$ cat config.mk
export PLATFORM = sky130hd
export DESIGN_NAME = cr16_writeback
export DESIGN_NICKNAME = d
export VERILOG_FILES = /design/src/rtl/cr16_writeback.sv
export SDC_FILE = /design/constraint.sdc
export NUM_CORES = 1
export LEC_CHECK = 0
export BUFFER_PORTS_ARGS = -buffer_cell sky130_fd_sc_hd__buf_2
export CAP_MARGIN = 20
export CELL_PAD_IN_SITES_DETAIL_PLACEMENT = 2
export CELL_PAD_IN_SITES_GLOBAL_PLACEMENT = 2
export CORE_MARGIN = 1
export CORE_UTILIZATION = 33
export DETAILED_ROUTE_END_ITERATION = 7
export PLACE_DENSITY_LB_ADDON = 0.1
export SYNTH_ARGS = -nofsm -noshare
export SYNTH_HDL_FRONTEND = slang
export SYNTH_SLANG_ARGS = --single-unit
export TNS_END_PERCENT = 50
$ cat constraint.sdc
create_clock -name I_CLK -period 2.6 [get_ports I_CLK]
set_input_delay 0.26 -clock I_CLK [delete_from_list [all_inputs] [get_ports I_CLK]]
set_output_delay 0.26 -clock I_CLK [all_outputs]
set_load 0.005 [all_outputs]
$ cat src/rtl/cr16_writeback.sv
// CR16 write-back stage: merges ALU results and in-order load returns into a
// single registered register-file write, tracks outstanding load destinations
// in a small tag FIFO and keeps a per-register busy scoreboard so that an ALU
// write can never overtake a pending load to the same register.
module cr16_writeback #(
  parameter int LOAD_DEPTH = 4
) (
  input  logic        I_CLK,
  input  logic        I_NRESET,
  input  logic        I_ALU_VALID,
  input  logic [3:0]  I_ALU_DEST,
  input  logic [15:0] I_ALU_DATA,
  output logic        O_ALU_READY,
  input  logic        I_LOAD_ISSUE,
  input  logic [3:0]  I_LOAD_DEST,
  output logic        O_LOAD_READY,
  input  logic        I_MEM_VALID,
  input  logic [15:0] I_MEM_DATA,
  output logic [15:0] O_REG_BUS,
  output logic [15:0] O_REG_ENABLE,
  output logic [15:0] O_BUSY,
  output logic        O_ERR
);

  localparam int PTR_W = (LOAD_DEPTH > 1) ? $clog2(LOAD_DEPTH) : 1;
  localparam int CNT_W = PTR_W + 1;
  localparam logic [CNT_W-1:0] CNT_FULL = CNT_W'(LOAD_DEPTH);

  logic [3:0]       tag_mem [LOAD_DEPTH];
  logic [PTR_W-1:0] rd_ptr;
  logic [PTR_W-1:0] wr_ptr;
  logic [CNT_W-1:0] count;
  logic [15:0]      busy;
  logic [15:0]      busy_next;
  logic [15:0]      reg_bus;
  logic [15:0]      reg_enable;
  logic             err;
  logic             full;
  logic             empty;
  logic             push;
  logic             pop;
  logic             alu_go;
  logic [3:0]       head_tag;

  // Readiness uses pre-pop state: a full FIFO refuses issue even when a
  // return frees a slot this cycle, and a register being returned stays busy.
  always_comb begin
    full         = (count == CNT_FULL);
    empty        = (count == '0);
    head_tag     = tag_mem[rd_ptr];
    O_LOAD_READY = !full && !busy[I_LOAD_DEST];
    O_ALU_READY  = !I_MEM_VALID && !busy[I_ALU_DEST];
    push         = I_LOAD_ISSUE && O_LOAD_READY;
    pop          = I_MEM_VALID && !empty;
    alu_go       = I_ALU_VALID && O_ALU_READY;
  end

  // Scoreboard next state; a pushed dest is never the popped tag because the
  // popped tag is still busy, so set/clear never collide on one bit.
  always_comb begin
    busy_next = busy;
    if (push) busy_next[I_LOAD_DEST] = 1'b1;
    if (pop)  busy_next[head_tag]    = 1'b0;
  end

  // Tag FIFO storage, pointers and occupancy count.
  always_ff @(posedge I_CLK or negedge I_NRESET) begin
    if (!I_NRESET) begin
      for (int i = 0; i < LOAD_DEPTH; i++) tag_mem[i] <= '0;
      rd_ptr <= '0;
      wr_ptr <= '0;
      count  <= '0;
    end else begin
      if (push) begin
        tag_mem[wr_ptr] <= I_LOAD_DEST;
        wr_ptr          <= wr_ptr + PTR_W'(1);
      end
      if (pop) rd_ptr <= rd_ptr + PTR_W'(1);
      case ({push, pop})
        2'b10:   count <= count + CNT_W'(1);
        2'b01:   count <= count - CNT_W'(1);
        default: count <= count;
      endcase
    end
  end

  // Busy scoreboard and sticky error for a return with nothing outstanding.
  always_ff @(posedge I_CLK or negedge I_NRESET) begin
    if (!I_NRESET) begin
      busy <= '0;
      err  <= 1'b0;
    end else begin
      busy <= busy_next;
      if (I_MEM_VALID && empty) err <= 1'b1;
    end
  end

  // Registered regfile write; memory returns win, bus holds when idle.
  always_ff @(posedge I_CLK or negedge I_NRESET) begin
    if (!I_NRESET) begin
      reg_bus    <= '0;
      reg_enable <= '0;
    end else if (pop) begin
      reg_bus    <= I_MEM_DATA;
      reg_enable <= 16'h0001 << head_tag;
    end else if (alu_go) begin
      reg_bus    <= I_ALU_DATA;
      reg_enable <= 16'h0001 << I_ALU_DEST;
    end else begin
      reg_enable <= '0;
    end
  end

  assign O_REG_BUS    = reg_bus;
  assign O_REG_ENABLE = reg_enable;
  assign O_BUSY       = busy;
  assign O_ERR        = err;

endmodule

==> results.ini <==
[clock_network]
insertion_delay_ns=0.35
cts_tree=done
path_clk_slew_ns=0.08
clockRootBuffer=clkbuf_8
cts-buffers-inserted=9
hold_buffers=0
cts.sinks=72
clockBufferDepth=2
ctsHtreeMaxLevel=3

[logic_synthesis]
async_reset_ff_share_pct=100
yosys_warnings=0
syn_inst=334
syn_nets=385
yosysUniqueCellTypes=48
synth_enable_flop_cells=0
synthFlopType=dfrtp_1
syn_avg_cell_area_um2=11.0
ys_seq_area_share_pct=49.0
ys_ff_latch=72
syn_area_um2=3670

[run_status]
status=complete, no violations

[floorplan]
die_area_um2=11600
initial_utilization_pct=33.9
rows=38
io_pins=96
core_area_um2=10800
die_h_um=108
die_w_um=108

[placement]
globalplace.congestion=0.751
dp_hpwl_um=8630
port_buffers=95

[worst_setup_path]
start_kind=flip-flop
r2r-end=count[2]$_DFFE_PN0P_
path_cells=or3b_2, nand2_2, a211oi_4, nor2_4, ha_2, inv_1, fa_1, xor2_1, nor2_1, xor2_1
rrSetupSlack_ns=0.14
crit_type=flip-flop to flip-flop
required_ns=2.88
worstPathArrival_ns=2.74
crit_family=simple AND/OR/NAND/NOR gates
timing.rr.start=count[1]$_DFFE_PN0P_
reg2regPathDepth=10
critical_path.max_fanout=4
path_common_cell=xor2_1
cp-end-kind=flip-flop
max_stage_delay_ns=0.50
startpoint=count[1]$_DFFE_PN0P_
crit_buf_inv=1
slowest_stage=or3b_2

[power_and_ir_drop]
seq_power_share_pct=37.9
p_clk_share_pct=18.5
leakage_nw=2.28
power.density_nw_per_um2=1130
p_comb_share_pct=43.6
p_sw_mw=2.00
intPower_mw=3.20
ir_drop_uv=530
switching_share_pct=38.4
power_mw=5.20

[layout]
diodes=0
drive_gt1_share_pct=39.8
layout_commonest_cell=buf_2
area_growth_pct=25.0
nNetsFinal=493
final_cell_mix=94 x buf_2, 72 x dfrtp_1, 60 x nand2_1, 25 x nor2_1, 23 x mux2_2

[global_routing]
grt.overflow.total=0
grt_max_degree=73
grt_pass1_wl_um=18200
track_usage_pct=21.0
antenna_found_initial=0
grt_pass1_vias=3320

[timing]
maxSlewViolCount=0
fin_tns_setup_ns=0
finalClockSkew_ns=0.00950
max_freq_ghz=0.407
period_share_pct=94.6
setup_viol=0
relSlewSlack_pct=36.7
hold_viol=0
worstMarginPinSlew_ns=0.946
min_period_ns=2.46

[route]
dr.pass1.iters=4
avgRoutedWirePerCell_um=19.5
vias_per_cell=5.17
drc=0
ant_nets=0
vias=3037
routed_wl_um=11400
first_iter_violations=96

[run]
cap_violations=0

[hold_path]
hold_path.class=input port to async pin

==> per-layer routing <==
| metal | up-vias | GRT usage (%) | part of all wire (%) |
|---|---|---|---|
| met2 | 43 | 37.5 | 54 |
| met3 | 13 | 4.00 | 2.5 |
| met1 | 1583 | 25.4 | 42 |
| li1 | 1398 | - | - |
| met5 | - | 0 | 0 |
| met4 | 0 | 6.36 | 1.6 |
==> cells in the mapped netlist, types with 5 or more instances <==
cell type / n / area share [%]
mux2_2: 23 / 7.0
nor3_1: 5 / 0.68
ha_1: 5 / 1.7
inv_1: 8 / 0.82
dfrtp_1: 72 / 49
clkbuf_1: 9 / 0.92
mux2i_1: 13 / 3.5
nor2_1: 25 / 2.6
a21oi_1: 11 / 1.5
a31oi_1: 11 / 1.9
mux2_4: 10 / 4.1
nor2b_1: 5 / 0.85
a22o_1: 6 / 1.4
o22ai_1: 8 / 1.4
nand2_1: 61 / 6.2
o32ai_1: 6 / 1.4
==> power by group through the flow <==
stage	combinational, mW	sequential (mW)	clock (mW)
after global placement	2.17	1.96	0
after CTS	2.29	1.98	0.995
after global routing	2.50	2.03	1.04
after detailed placement	2.27	2.00	0
final	2.27	1.97	0.961
after floorplan	1.42	1.89	0
==> kinds of logic after synthesis <==
| logic type | Yosys count | synth area share [%] |
|---|---|---|
| buf+inv | 23 | 3.44 |
| simple gates | 114 | 13.8 |
| mux | 50 | 17.1 |
| fa+ha+maj | 6 | 2.25 |
| flops | 72 | 49.0 |
| xor+xnor | 6 | 1.43 |
| compound gates | 63 | 12.9 |
==> stage by stage <==
stage	hold WS, ns	area, um^2	setup slack [ns]	cells	utilization [%]
floorplan	-0.0356	3670	0.202	334	-
global placement	0.439	4350	0.0959	569	40.1
detailed placement	0.457	4350	-0.0408	569	40.1
CTS	0.0773	4570	0.0192	585	42.2
global route	0.0912	4590	-0.0000657	587	42.4
finish	0.0139	4590	0.141	587	42.4
==> timing repair <==
action | CTS | global route
buffers inserted | 0 | 2
pin swaps | 0 | 1
setup endpoints to repair | 1 | 1
resized for setup | 1 | 2
==> worst max path at each step <==
stage / end / slack [ns] / cells after the start
after floorplan: count[2]$_DFFE_PN0P_ / 0.20 / 10
after global placement: count[2]$_DFFE_PN0P_ / 0.1 / 11
after detailed placement: count[2]$_DFFE_PN0P_ / -0.04 / 11
after CTS: count[2]$_DFFE_PN0P_ / 0.02 / 10
after global routing: count[2]$_DFFE_PN0P_ / -0.00007 / 10
final: count[2]$_DFFE_PN0P_ / 0.14 / 10
==> area by class of cell <==
| type | count | area (um^2) |
|---|---|---|
| Tap cell | 140 | 175 |
| Timing Repair Buffer | 112 | 606 |
| Inverter | 8 | 30.0 |
| Sequential cell | 72 | 1800 |
| Fill cell | 1184 | 6250 |
| Clock buffer | 14 | 183 |
| Multi-Input combinational cell | 239 | 1760 |
| Clock inverter | 2 | 35.0 |
==> flip-flops by register name (all words and copies together), names as in the netlist <==
signal,count
O_BUSY,16
O_REG_BUS,16
O_REG_ENABLE,16
tag_mem,16
count,3
rd_ptr,2
wr_ptr,2
O_ERR,1
Note: power is estimated with default switching activity, not from simulation.
